===== src/rtl/bin_to_bcd_seq_if.sv =====
// Handshake/result bundle between a converter requester and bin_to_bcd_seq.
//   start    : request a conversion of bin_in (requester -> converter)
//   bin_in   : unsigned binary value to convert (requester -> converter)
//   busy     : conversion in progress (converter -> requester)
//   done     : one-cycle pulse when big_bin has been updated
//   overflow : last accepted bin_in exceeded the displayable maximum
//   big_bin  : four packed 5-bit digit codes {blank, bcd[3:0]}, thousands in [19:15]
interface bin_to_bcd_seq_if #(
    parameter int unsigned BIN_W = 14
);
    logic             start;
    logic [BIN_W-1:0] bin_in;
    logic             busy;
    logic             done;
    logic             overflow;
    logic [19:0]      big_bin;

    modport master (
        output start,
        output bin_in,
        input  busy,
        input  done,
        input  overflow,
        input  big_bin
    );

    modport slave (
        input  start,
        input  bin_in,
        output busy,
        output done,
        output overflow,
        output big_bin
    );
endinterface


===== src/rtl/bin_to_bcd_seq.sv =====
// Sequential binary-to-BCD converter using shift-and-add-3, one input bit per clock.
// Feeds the multiplexed seven-segment display; the result is held stable between
// conversions so the display never shows a partially converted value.
//
// Ports:
//   clk   : system clock, rising edge
//   rst_n : synchronous active-low reset
//   bus   : bin_to_bcd_seq_if.slave (start, bin_in in; busy, done, overflow, big_bin out)
//
// Optional feature macro: BIN_TO_BCD_LZ_BLANK_EN
//   defined   : leading zero digits (thousands..tens) are output as 5'b10000 (blanked)
//   undefined : all four digits are shown, bit 4 of every field is 0
module bin_to_bcd_seq #(
    parameter int unsigned BIN_W   = 14,
    parameter int unsigned DIGITS  = 4,
    parameter int unsigned MAX_VAL = 9999
) (
    input  logic              clk,
    input  logic              rst_n,
    bin_to_bcd_seq_if.slave   bus
);

    localparam int unsigned BCD_W = 4 * DIGITS;
    localparam int unsigned OUT_W = 5 * DIGITS;
    localparam int unsigned CNT_W = $clog2(BIN_W + 1);
    localparam logic [BIN_W-1:0] MAX_BIN = BIN_W'(MAX_VAL);

    typedef enum logic [1:0] {
        StIdle,
        StShift,
        StFinish
    } state_e;

    state_e             r_state;
    logic [BIN_W-1:0]   r_shreg;
    logic [BCD_W-1:0]   r_bcd;
    logic [CNT_W-1:0]   r_cnt;
    logic               r_ovf_pend;  // overflow of the value in flight, published in FINISH
    logic               r_overflow;
    logic               r_busy;
    logic               r_done;
    logic [OUT_W-1:0]   r_big_bin;

    logic [BCD_W-1:0]   w_bcd_adj;
    logic [OUT_W-1:0]   w_big_bin;
    logic               w_in_ovf;

    assign w_in_ovf = (bus.bin_in > MAX_BIN);

    // Add-3 correction on every nibble >= 5 before the shift; nibbles are <= 9 so no carry.
    always_comb begin
        w_bcd_adj = '0;
        for (int d = 0; d < int'(DIGITS); d++) begin
            if (r_bcd[4*d +: 4] >= 4'd5) begin
                w_bcd_adj[4*d +: 4] = r_bcd[4*d +: 4] + 4'd3;
            end else begin
                w_bcd_adj[4*d +: 4] = r_bcd[4*d +: 4];
            end
        end
    end

`ifdef BIN_TO_BCD_LZ_BLANK_EN
    logic w_lead;

    // Blank leading zeros from the most significant digit down; units always shown.
    always_comb begin
        w_big_bin = '0;
        w_lead    = 1'b1;
        for (int d = int'(DIGITS) - 1; d >= 1; d--) begin
            if (w_lead && (r_bcd[4*d +: 4] == 4'd0)) begin
                w_big_bin[5*d +: 5] = 5'b10000;
            end else begin
                w_lead              = 1'b0;
                w_big_bin[5*d +: 5] = {1'b0, r_bcd[4*d +: 4]};
            end
        end
        w_big_bin[4:0] = {1'b0, r_bcd[3:0]};
    end
`else
    always_comb begin
        w_big_bin = '0;
        for (int d = 0; d < int'(DIGITS); d++) begin
            w_big_bin[5*d +: 5] = {1'b0, r_bcd[4*d +: 4]};
        end
    end
`endif

    always_ff @(posedge clk) begin
        if (!rst_n) begin
            r_state    <= StIdle;
            r_shreg    <= '0;
            r_bcd      <= '0;
            r_cnt      <= '0;
            r_ovf_pend <= 1'b0;
            r_overflow <= 1'b0;
            r_busy     <= 1'b0;
            r_done     <= 1'b0;
            r_big_bin  <= '0;
        end else begin
            r_done <= 1'b0;
            unique case (r_state)
                StIdle: begin
                    if (bus.start) begin
                        r_shreg    <= w_in_ovf ? MAX_BIN : bus.bin_in;
                        r_bcd      <= '0;
                        r_cnt      <= CNT_W'(BIN_W);
                        r_ovf_pend <= w_in_ovf;
                        r_busy     <= 1'b1;
                        r_state    <= StShift;
                    end
                end
                StShift: begin
                    {r_bcd, r_shreg} <= {w_bcd_adj[BCD_W-2:0], r_shreg, 1'b0};
                    r_cnt            <= r_cnt - CNT_W'(1);
                    if (r_cnt == CNT_W'(1)) begin
                        r_state <= StFinish;
                    end
                end
                StFinish: begin
                    r_big_bin  <= w_big_bin;
                    r_overflow <= r_ovf_pend;
                    r_done     <= 1'b1;
                    r_busy     <= 1'b0;
                    r_state    <= StIdle;
                end
                default: begin
                    r_state <= StIdle;
                end
            endcase
        end
    end

    assign bus.busy     = r_busy;
    assign bus.done     = r_done;
    assign bus.overflow = r_overflow;
    assign bus.big_bin  = r_big_bin;

endmodule


===== src/flat_wrapper.sv =====
// flat-port wrapper written by rule: the top's interface ports become plain ports
module bin_to_bcd_seq_flat 
#(
    parameter int unsigned BIN_W   = 14,
    parameter int unsigned DIGITS  = 4,
    parameter int unsigned MAX_VAL = 9999
)
  (clk, rst_n, bus_start, bus_bin_in, bus_busy, bus_done, bus_overflow, bus_big_bin);
  bin_to_bcd_seq_if #(.BIN_W(BIN_W)) bus_i ();
  input  logic clk;
  input  logic rst_n;
  input wire logic [$bits(bus_i.start)-1:0] bus_start;
  input wire logic [$bits(bus_i.bin_in)-1:0] bus_bin_in;
  output wire logic [$bits(bus_i.busy)-1:0] bus_busy;
  output wire logic [$bits(bus_i.done)-1:0] bus_done;
  output wire logic [$bits(bus_i.overflow)-1:0] bus_overflow;
  output wire logic [$bits(bus_i.big_bin)-1:0] bus_big_bin;
  assign bus_i.start = bus_start;
  assign bus_i.bin_in = bus_bin_in;
  assign bus_busy = bus_i.busy;
  assign bus_done = bus_i.done;
  assign bus_overflow = bus_i.overflow;
  assign bus_big_bin = bus_i.big_bin;
  bin_to_bcd_seq #(.BIN_W(BIN_W), .DIGITS(DIGITS), .MAX_VAL(MAX_VAL)) u_core (.clk(clk), .rst_n(rst_n), .bus(bus_i));
endmodule

===== config.mk =====
export PLATFORM = sky130hd
export DESIGN_NAME = bin_to_bcd_seq_flat
export DESIGN_NICKNAME = d
export VERILOG_FILES = /design/src/rtl/bin_to_bcd_seq_if.sv /design/src/rtl/bin_to_bcd_seq.sv /design/src/flat_wrapper.sv
export SDC_FILE = /design/constraint.sdc
export NUM_CORES = 1
export LEC_CHECK = 0
export ABC_AREA = 1
export CAP_MARGIN = 25
export CORE_ASPECT_RATIO = 1.4
export CORE_MARGIN = 5
export CORE_UTILIZATION = 50
export CTS_BUF_LIST = sky130_fd_sc_hd__clkbuf_16
export DETAILED_ROUTE_END_ITERATION = 7
export PLACE_DENSITY = 0.79
export SLEW_MARGIN = 25
export SYNTH_ARGS = -nofsm -noshare
export SYNTH_HDL_FRONTEND = slang
export SYNTH_SLANG_ARGS = --single-unit

===== constraint.sdc =====
create_clock -name clk -period 3.1 [get_ports clk]
set_input_delay 0.62 -clock clk [delete_from_list [all_inputs] [get_ports clk]]
set_output_delay 0.62 -clock clk [all_outputs]
set_load 0.02 [all_outputs]

Word level (Yosys, flattened, before mapping)
Index checks and enable logic that the tools add are counted.
- bits in registers: 56
- latch bits: 0
- memory bits (writable): 0
- ROM bits: 0
- input port bits: 17
- output and inout port bits: 23
- logic and storage cells: 48
- memories kept: 0
- $add $sub $neg: 5
- multiply operators: 0
- div/mod/pow operators: 0
- magnitude comparators: 5
- equal/unequal tests: 5
- shift operators: 0
- muxes and demuxes: 17
- bitwise logic cells: 0
- reduce and logical (&&, ||, !) cells: 7
- operator list (cell ; number):
    $pmux 16 s2 ; 1
    $mux 14 ; 2
    $pmux 14 s2 ; 1
    $ge 4x3->1 const B ; 4
    $mux 16 ; 1
    $mux 4 ; 4
    $gt 14x14->1 const B ; 1
    $add 4x2->4 const B ; 3
    $pmux 4 s2 ; 1
    $reduce_and 2->1 ; 4
    $eq 4x1->1 const B ; 1
    $mux 2 ; 2
    $pmux 2 s2 ; 1
    $reduce_bool 2->1 ; 2
    $sub 4x1->4 const B ; 1
    $add 3x2->3 const B ; 1
    $mux 3 ; 1
    $eq 2x1->1 const B ; 1
    $eq 2x2->1 const B ; 1
    $logic_not 2->1 ; 1
    $mux 1 ; 2
    $ne 2x1->1 const B ; 1
    $ne 2x2->1 const B ; 1
    $pmux 1 s2 ; 1

Longest topological paths before layout
Gate-level depths: netlist of the first run.
- depth after elaboration: 4
- depth in mapped cells: 9
- depth with buffers taken out: 9

Worst setup path after synthesis of the first run
OpenSTA, ideal clock, no wires.
- path kind: input-to-reg
- from: input port bus_bin_in[4]
- to: register u_core.r_shreg[10]
- library setup time: 0.119 ns
- arrival time: 1.277 ns
- data required time: 2.981 ns
- path slack: 1.703 ns
- stages on the path: 9
- path buffers: 1
- path through: nor2_1 -> nand2_1 -> nand2_1 -> nand2_1 -> nand2_1 -> buf_2 -> nand2_1 -> nand2_1 -> nand3_1
- longest elaborated chain between the ends: 4
- ends and longest elaborated chain (what ; RTL line ; text):
    start, declared ; flat_wrapper.sv:13 ; input wire logic [$bits(bus_i.bin_in)-1:0] bus_bin_in;
    $gt 14x14->1 ; bin_to_bcd_seq.sv:48 ; assign w_in_ovf = (bus.bin_in > MAX_BIN);
    $mux 14 ; bin_to_bcd_seq.sv:104 ; r_shreg <= w_in_ovf ? MAX_BIN : bus.bin_in;
    $mux 14 ; bin_to_bcd_seq.sv:103 ; if (bus.start) begin
    $pmux 14 s2 ; bin_to_bcd_seq.sv:101 ; unique case (r_state)
    end signal, assigned ; bin_to_bcd_seq.sv:104 ;
    end signal, assigned ; bin_to_bcd_seq.sv:113 ; {r_bcd, r_shreg} <= {w_bcd_adj[BCD_W-2:0], r_shreg, 1'b0};
    end, declared ; bin_to_bcd_seq.sv:35 ; logic [BIN_W-1:0] r_shreg;
No other way between the ends. The select of a mux whose other input is x is not followed.
A chain may end at the register's enable or synchronous reset.

Final worst setup path of the first run
- from: input port bus_start
- to: register u_core.r_bcd[4]
- longest elaborated chain between the ends: 2
- ends and longest elaborated chain (what ; RTL line ; text):
    start, declared ; flat_wrapper.sv:12 ; input wire logic [$bits(bus_i.start)-1:0] bus_start;
    $ne 2x2->1 (no line) ; -- ;
    $reduce_and 2->1 (no line) ; -- ;
    end signal, assigned ; bin_to_bcd_seq.sv:113 ;
    end, declared ; bin_to_bcd_seq.sv:36 ; logic [BCD_W-1:0] r_bcd;
No other way between the ends.

==> results of run 1 <==
layer usage:
metal / wire length, microns / up-vias / share of wire (%)
met1: 2190 / 1045 / 42
met3: 236 / 8 / 4.5
met2: 2730 / 48 / 52
met5: 0 / - / 0
met4: 97 / 0 / 1.8
li1: - / 1180 / -
final timing paths:
| check | endpoint | depth (start not counted) | startpoint |
|---|---|---|---|
| hold reg to reg | u_core.r_bcd[15] | 2 | u_core.r_bcd[15] |
| setup reg to reg | u_core.r_bcd[4] | 7 | u_core.r_state[0] |
| hold / removal | u_core.r_bcd[15] | 2 | u_core.r_bcd[15] |
| setup / recovery | u_core.r_bcd[4] | 9 | bus_start |
where the power goes:
part	switching (mW)	total (mW)	internal [mW]
logic	0.113	0.178	0.0655
registers	0.0213	0.775	0.753
clock network	0.230	0.521	0.291
total	0.364	1.47	1.11
flip-flops by register name (all words and copies together), names as in the netlist:
signal,flops
u_core.r_shreg,14
u_core.bus.busy,1
u_core.bus.big_bin,16
u_core.r_ovf_pend,1
u_core.r_cnt,4
u_core.bus.done,1
u_core.r_bcd,16
u_core.bus.overflow,1
u_core.r_state,2
placed cells by master, fill, tap and decap left out, drive strengths merged:
cell / count
buf: 4
a22oi: 1
ha: 10
conb: 4
nor2: 36
xor2: 3
dfxtp: 56
inv: 36
nor4: 1
nand3: 28
a21boi: 6
o21ai: 26
clkbuf: 5
nand2: 72
a21oi: 36
a31oi: 2
nand4: 4
clkdlybuf4s50: 35
o211ai: 7
clkinv: 1
nor3: 2
worst max-delay path: stages:
cell and delay (ns):
clkdlybuf4s50_1 0.40, nand2_1 0.08, nor2_2 0.03, buf_4 0.18
nor2_4 0.49, inv_2 0.11, nor2_1 0.12, nor2_1 0.05
nor2_1 0.09
cell usage after synthesis:
library cell / number
buf_2: 9
o21ai_0: 24
nor4_1: 1
o211ai_1: 7
a31oi_1: 2
inv_1: 32
nand4_1: 4
a21boi_1: 1
o21ai_1: 2
a21boi_0: 5
a22oi_1: 1
buf_6: 3
nor2_1: 31
xor2_1: 3
ha_1: 10
conb_1: 1
nand3_1: 28
inv_2: 2
dfxtp_1: 56
buf_4: 5
clkbuf_1: 3
nor2_2: 1
nor2_4: 4
nand2_1: 72
a21oi_1: 36
nor3_1: 2
kinds of logic (layout without fill, tap and decap cells):
family	Yosys count	count (layout)
AO/OA/AOI/OAI	78	78
XOR/XNOR	3	3
adder cells (fa/ha/maj)	10	10
buffers and inverters	54	81
flip-flops	56	56
other	1	4
AND/OR/NAND/NOR	143	143
area by class of cell:
| cell class | instances | area, sq um | area share (%) |
|---|---|---|---|
| flip-flops and latches | 56 | 1120 | 36.6 |
| inverters | 34 | 128 | 4.17 |
| repair buffers | 39 | 380 | 12.4 |
| clock inverters | 3 | 11.3 | 0.368 |
| clock buffers | 5 | 125 | 4.09 |
| well taps | 66 | 82.6 | 2.70 |
| multi-input cells | 238 | 1210 | 39.6 |
==> reports/qor.yml, run 1 <==
clock_network:
  cts_tree: "built"
  cts_hold_buffers: 0
  post_cts_resized: 0
  cts_buffer_depth: 2
  cts_sinks: 56
  clk_latency_ns: 0.28
  cts_root_buf: "clkbuf_16"
  cts_buffers: 5
  cts-htree-levels: 2
  clkSlewWorstSetupHoldPaths_ns: 0.06
  postCtsSetupBuffers: 0
die:
  ios: 40
  rows: 31
  start_util_pct: 50.8
  core_sq_mm: 0.00508
  dieHeight_microns: 95.0
  die_area_sq_mm: 0.00671
  die_w_microns: 70.7
worst_setup_path:
  reg2reg_slack_ns: 1.39
  crit_arrival_ns: 2.18
  worstSetupStartpointType: "primary input"
  cp_max_fo: 29
  crit_type: "primary input to flop"
  endpoint_kind: "flop"
  required_ns: 3.31
placed_design:
  port_buffers: 35
  place_area_sq_mm: 0.00293
  place_hpwl_mm: 3.76
  place_ws_ns: 0.840
  place_congestion: 0.818
  place_inst: 433
global_routing:
  grt_pass1_wl_mm: 9.10
  use_met1_pct: 18.7
  grt_pass1_vias: 2126
  antenna_found_initial: 0
  grtUsageMet3_pct: 3.30
  grt_max_degree: 30
  grt_overflow: 0
  busiest_layer: "met2"
  met2_usage_pct: 31.0
  gr-usage-all-layers_pct: 16.7
routing:
  via_count: 2281
  route.antenna.remaining_nets: 0
  routedWlPerCell_microns: 11.9
  first_iter_violations: 148
  route.detailed.drc: 0
  wl_mm: 5.26
  routed_via_density: 5.17
  firstDrtPassIters: 4
finish:
  n_antenna_cell: 0
  syn_to_final_growth_pct: 18.7
  final_util_pct: 60.3
  layout-drive-gt1-share_pct: 4.27
  final_area_sq_mm: 0.00306
  fin_nets: 401
  fin_cells: 441
  fillers: 468
synth:
  synth_fa_ha_area_share_pct: 4.85
  synth_area_sq_mm: 0.00258
  yosys_warnings: 0
  synth_compound_area_share_pct: 16.6
  ys_types: 26
  avgSynthCellArea_sq_um: 7.47
  yosys.area.top_type: "dfxtp_1"
  yosysTopAreaCellShare_pct: 43.5
  synth_mux_area_share_pct: 0
  synth-simple-area-share_pct: 24.0
  synth_xor_area_share_pct: 1.02
  ys_top_cells_by_area: "dfxtp_1, nand2_1, a21oi_1"
  yosysSeqAreaShare_pct: 43.5
  synth_top_family_by_area: "simple AND/OR/NAND/NOR gates"
  netlist_instances: 345
  synth_seq_cells: 56
pwr:
  leakage_nw: 1.23
  power_mw: 1.47
  ir_drop_mv: 0.298
  power_density_mw_per_mm2: 481
hold_path:
  hold_path_class: "flop to flop"
timing:
  relSlewSlack_pct: 55.2
  worst_pin_slew_ns: 0.670
  finalCritPeriodShare_pct: 63.4
  setup_viol: 0
  finalSetupTns_ns: 0
  rsz0062_at_grt: "no"
  period_minus_slack_ns: 1.97
  skew_ns: 0.00399
  maxSlewViolCount: 0
  whs_ns: 0.465
  setup_ws_ns: 1.13
  hold_viol: 0
  fmax_mhz: 509
flow_run:
  maxCapViolCount: 0
run_status:
  run_status: "finished, final reports clean"
Power figures use the tool's default switching activity.
==> run 2, diff against run 1 <==
Clock period 3.1 ns to 1.9 ns, I/O delays scaled along.
==> reports/qor.yml, run 2 (same netlist as run 1, synthesis figures left out) <==
die:
  start_util_pct: 50.8  # unchanged
  die_area_sq_mm: 0.00671  # unchanged
  dieHeight_microns: 95.0  # unchanged
  core_sq_mm: 0.00508  # unchanged
  rows: 31  # unchanged
  ios: 40  # unchanged
  die_w_microns: 70.7  # unchanged
pwr:
  ir_drop_mv: 0.553  # was 0.298 mV
  power_mw: 2.46  # was 1.47 mW
  power_density_mw_per_mm2: 790  # was 481 mW/mm^2
  leakage_nw: 1.25  # was 1.23 nW
global_routing:
  gr-usage-all-layers_pct: 16.4  # was 16.7%
  antenna_found_initial: 0  # unchanged
  grt_overflow: 0  # unchanged
  grt_pass1_wl_mm: 8.93  # was 9.10 mm
  grt_max_degree: 32  # was 30
  grt_pass1_vias: 2120  # was 2,126
worst_setup_path:
  path_delay_family: "buffers and inverters"  # was simple AND/OR/NAND/NOR gates
  cp_max_fo: 2  # was 29
  reg2regPathDepth: 7  # unchanged
  rr_endpoint: "u_core.r_cnt[3]"  # was u_core.r_bcd[4]
  critical_path.max_stage_delay_ns: 0.61  # was 0.49 ns
  rr_startpoint: "u_core.r_state[0]"  # unchanged
  reg2reg_slack_ns: 0.50  # was 1.39 ns
  required_ns: 1.52  # was 3.31 ns
  setup.worst_path.end: "bus_busy"  # was u_core.r_bcd[4]
  endpoint_kind: "output pin"  # was flop
  crit_arrival_ns: 1.23  # was 2.18 ns
  crit_cells: 1  # was 9
  crit_type: "flop to output pin"  # was primary input to flop
  worstSetupStartpointType: "flop"  # was primary input
  crit_path_top_delay_cell: "clkdlybuf4s50_1"  # was nor2_4
  path_cells: "clkdlybuf4s50_1"  # was clkdlybuf4s50_1 -> nand2_1 -> nor2_2 -> buf_4 -> nor2_4 -> inv_2 -> nor2_1 -> nor2_1 -> nor2_1
  cp_num_buf_inv: 1  # was 3
  crit_start: "u_core.bus.busy"  # was bus_start
clock_network:
  cts_sinks: 56  # unchanged
  cts_buffer_depth: 2  # unchanged
  cts_buffers: 5  # unchanged
  post_cts_resized: 0  # unchanged
  clk_latency_ns: 0.29  # was 0.28 ns
  cts_tree: "built"  # unchanged
  cts_hold_buffers: 0  # unchanged
  cts_root_buf: "clkbuf_16"  # unchanged
  cts-htree-levels: 2  # unchanged
  clkSlewWorstSetupHoldPaths_ns: 0.07  # was 0.06 ns
  postCtsSetupBuffers: 0  # unchanged
timing:
  rsz0062_at_grt: "no"  # unchanged
  fmax_mhz: 619
  finalCritPeriodShare_pct: 85.0
  hold_viol: 0  # unchanged
  finalSetupTns_ns: 0  # unchanged
  period_minus_slack_ns: 1.61
  skew_ns: 0.00481  # was 0.00399 ns
  setup_viol: 0  # unchanged
  maxSlewViolCount: 0  # unchanged
finish:
  final_common_cell: "nand2_1"  # unchanged
  syn_to_final_growth_pct: 20.8  # was 18.7%
  fillers: 445  # was 468
  layout-drive-gt1-share_pct: 6.30  # was 4.27%
  multi_input_area_sq_mm: 0.00121  # unchanged
  seq_area_sq_mm: 0.00112  # unchanged
  fin_nets: 407  # was 401
  mostFrequentLayoutCells: "nand2_1, dfxtp_1, a21oi_1"  # unchanged
  n_antenna_cell: 0  # unchanged
hold_path:
  hold_path_class: "flop to flop"  # unchanged
run_status:
  run_status: "finished, final reports clean"  # unchanged
routing:
  route.detailed.drc: 0  # unchanged
  wl_mm: 5.42  # was 5.26 mm
  firstDrtPassIters: 4  # unchanged
  route.antenna.remaining_nets: 0  # unchanged
  routedWlPerCell_microns: 12.1  # was 11.9 microns
  via_count: 2278  # was 2,281
  first_iter_violations: 153  # was 148
  routed_via_density: 5.10  # was 5.17
placed_design:
  port_buffers: 35  # unchanged
  place_congestion: 0.765  # was 0.818
  place_hpwl_mm: 4.07  # was 3.76 mm
flow_run:
  maxCapViolCount: 0  # unchanged
## run 2: cell types whose count changed in the layout (fill, tap and decap cells not counted)
cell        delta
clkinvlp_4     +2
inv_1          -2
buf_4          +6
## run 2: cell type report
cell class | count | share of cell area [%]
tap | 66 | 2.65
clock inverter | 3 | 0.603
inverter | 34 | 4.10
multi-input combinational | 238 | 39.0
timing repair buffer | 45 | 13.7
clock buffer | 5 | 4.02
sequential | 56 | 36.0
## run 2: worst min path at each step
stage                                  from           endpoint  depth (start not counted)
after global routing      u_core.r_shreg[1]  u_core.r_shreg[2]                          2
after detailed placement  u_core.r_shreg[2]  u_core.r_shreg[3]                          2
final                      u_core.r_bcd[15]   u_core.r_bcd[15]                          2
after global placement     u_core.r_bcd[15]   u_core.r_bcd[15]                          2
after CTS                  u_core.r_bcd[15]   u_core.r_bcd[15]                          2
after floorplan           u_core.r_shreg[7]  u_core.r_shreg[8]                          2
## run 2: per-stage QoR
stage / utilization [%] / worst slack, ns / hold slack [ns] / std cells / instance area (sq um)
3_3_place_gp: 58.5 / 0.151 / 0.454 / 439 / 2970
6_report: 61.3 / 0.285 / 0.467 / 447 / 3110
5_1_grt: 61.3 / 0.253 / 0.501 / 447 / 3110
4_1_cts: 61.3 / 0.278 / 0.469 / 447 / 3110
3_5_place_dp: 58.5 / 0.142 / 0.458 / 439 / 2970
2_1_floorplan: - / 0.717 / 0.436 / 348 / 2590
## run 2: power breakdown
part           leakage (nW)  switching, mW  internal, mW
clock                0.0635          0.388         0.483
sequential            0.455         0.0342          1.23
combinational         0.727          0.199         0.127
## run 2: routing by layer
layer | GRT usage (%) | up-vias | part of all wire (%)
li1 | - | 1190 | -
met1 | 17.6 | 1041 | 42
met2 | 32.0 | 43 | 54
met3 | 2.45 | 4 | 3.8
met4 | 5.33 | 0 | 0.76
met5 | 0 | - | 0
==> run 3, diff against run 2 <==
Settings changed: CORE_UTILIZATION 50 to 48.
Clock period 1.9 ns to 1.4 ns, I/O delays scaled along.
==> reports/qor.yml, run 3 (same netlist as run 1, synthesis figures left out) <==
global_routing:
  grt_max_degree: 32  # unchanged
  grt_pass1_vias: 2236  # was 2,120
  antenna_found_initial: 0  # unchanged
  grt_overflow: 0  # unchanged
  grt_pass1_wl_mm: 9.43  # was 8.93 mm
  gr-usage-all-layers_pct: 16.4  # about the same
pwr:
  seqPwrFrac_pct: 49.9  # was 51.3%
  internal-power_mw: 2.55  # was 1.84 mW
  power_frac_clock_pct: 35.1  # was 35.4%
  swShare_pct: 25.7  # was 25.2%
  ir_drop_mv: 0.552  # was 0.553 mV
  power_mw: 3.43  # was 2.46 mW
  p_sw_uw: 882  # was 621 uW
  comb_power_share_pct: 14.9  # was 13.3%
  leakage_nw: 1.46  # was 1.25 nW
  power_density_mw_per_mm2: 1050  # was 790 mW/mm^2
run_status:
  run_status: "finished, final reports clean"  # unchanged
worst_setup_path:
  reg2reg_slack_ns: 0.12  # was 0.50 ns
  rr_endpoint: "u_core.r_shreg[5]"  # was u_core.r_cnt[3]
  reg2regPathDepth: 6  # was 7
  crit_arrival_ns: 1.50  # was 1.23 ns
  worstSetupStartpointType: "primary input"  # was flop
  required_ns: 1.59  # was 1.52 ns
  cp_max_fo: 13  # was 2
  endpoint_kind: "flop"  # was output pin
  rr_startpoint: "u_core.r_state[0]"  # unchanged
  crit_type: "primary input to flop"  # was flop to output pin
hold_path:
  hold-path-endpoint: "u_core.r_bcd[15]"  # unchanged
  hp-start: "u_core.r_bcd[15]"  # unchanged
  hold_path_class: "flop to flop"  # unchanged
  hold_depth: 2  # unchanged
finish:
  final_common_cell: "nand2_1"  # unchanged
  mostFrequentLayoutCells: "nand2_1, dfxtp_1, a21oi_1"  # unchanged
  syn_to_final_growth_pct: 27.4  # was 20.8%
  final_area_sq_mm: 0.00328  # was 0.00311 sq mm
  n_antenna_cell: 0  # unchanged
  fin_nets: 423  # was 407
  layout-drive-gt1-share_pct: 13.4  # was 6.30%
clock_network:
  cts_hold_buffers: 0  # unchanged
  cts_root_buf: "clkbuf_16"  # unchanged
  cts_sinks: 56  # unchanged
  cts-htree-levels: 2  # unchanged
  clk_latency_ns: 0.29  # about the same
  cts_buffer_depth: 2  # unchanged
  cts_buffers: 5  # unchanged
  cts_tree: "built"  # unchanged
  clkSlewWorstSetupHoldPaths_ns: 0.07  # about the same
die:
  ios: 40  # unchanged
  dieHeight_microns: 96.7  # was 95.0 microns
  start_util_pct: 49.6  # was 50.8%
  core_sq_mm: 0.00520  # was 0.00508 sq mm
  rows: 31  # unchanged
  die_area_sq_mm: 0.00696  # was 0.00671 sq mm
  die_w_microns: 71.9  # was 70.7 microns
timing:
  period_minus_slack_ns: 1.31
  skew_ns: 0.00457  # was 0.00481 ns
  maxSlewViolCount: 0  # unchanged
  finalCritPeriodShare_pct: 93.7
  setup_ws_ns: 0.0887  # was 0.285 ns
  hold_viol: 0  # unchanged
  whs_ns: 0.469  # was 0.467 ns
  fmax_mhz: 763
  setup_viol: 0  # unchanged
placed_design:
  place_congestion: 0.780  # was 0.765
  place_ws_ns: -0.274  # was 0.142 ns
  place_area_sq_mm: 0.00310  # was 0.00297 sq mm
  place_hpwl_mm: 4.00  # was 4.07 mm
  port_buffers: 35  # unchanged
routing:
  routed_via_density: 5.09  # was 5.10
  route.antenna.remaining_nets: 0  # unchanged
  via_count: 2356  # was 2,278
  routedWlPerCell_microns: 12.0  # was 12.1 microns
  wl_mm: 5.55  # was 5.42 mm
  first_iter_violations: 169  # was 153
  route.detailed.drc: 0  # unchanged
  firstDrtPassIters: 4  # unchanged
flow_run:
  maxCapViolCount: 0  # unchanged
[run 3: cell types whose count changed in the layout (fill, tap and decap cells not counted), moves of 2 or more]
cell	delta
buf_12	+3
buf_4	+13
clkdlybuf4s50_1	-19
clkinv_2	+2
clkinvlp_4	-2
dfxtp_1	-5
dfxtp_2	+5
dlygate4sd2_1	+19
nand3_1	-4
nand3_2	+4
[run 3: layout make-up]
class                   instances  area (sq um)
fillers                       475          1910
flip-flops and latches         56          1130
clock buffers                   5           125
repair buffers                 61           559
multi-input cells             238          1250
clock inverters                 3          13.8
inverters                      34           128
well taps                      66          82.6
[run 3: critical path, cell delays in order]
cell and delay (ns):
clkdlybuf4s50_1 0.46, nand2_1 0.08, nor2_4 0.15, nor2_4 0.07, buf_12 0.14, buf_4 0.13
a22oi_1 0.13, nor2_1 0.05
[run 3: per-layer routing]
layer  routed length, microns  up-vias  track usage [%]
met5                        0        -                0
met4                       75        0             6.80
met3                      260        6             3.53
met2                     2940       48             28.9
met1                     2280     1085             18.5
li1                         -     1217                -
[run 3: worst max-delay path by stage]
| stage | endpoint | slack (ns) | depth (start not counted) | from |
|---|---|---|---|---|
| floorplan | u_core.r_bcd[2] | 0.22 | 8 | u_core.r_bcd[0] |
| global route | u_core.r_bcd[2] | -0.005 | 8 | u_core.r_state[1] |
| global placement | u_core.r_shreg[9] | -0.22 | 9 | bus_bin_in[6] |
| finish | u_core.r_bcd[0] | 0.09 | 8 | bus_start |
| CTS | u_core.r_bcd[13] | 0.02 | 7 | u_core.r_state[1] |
| detailed placement | u_core.r_shreg[9] | -0.27 | 9 | bus_bin_in[4] |
[run 3: metrics by stage]
step | setup TNS (ns) | util [%] | std cells
3_5_place_dp | -6.89 | 59.7 | 453
2_1_floorplan | 0 | - | 348
5_1_grt | -0.00540 | 63.2 | 463
3_3_place_gp | -5.96 | 59.7 | 453
6_report | 0 | 63.2 | 463
4_1_cts | 0 | 61.9 | 461
[run 3: timing repair]
item                       in CTS  in global routing
cloned                          0                  0
gates resized for setup        19                 14
setup endpoints to repair      19                 28
pin swaps                       0                  1
setup buffers                   0                  2
[run 3: power groups by stage]
stage	Clock, mW	Combinational (mW)	Sequential (mW)
after floorplan	0	0.300	1.75
after global placement	0	0.474	1.74
after detailed placement	0	0.484	1.75
after CTS	1.23	0.481	1.71
after global routing	1.29	0.568	1.72
final	1.21	0.512	1.71
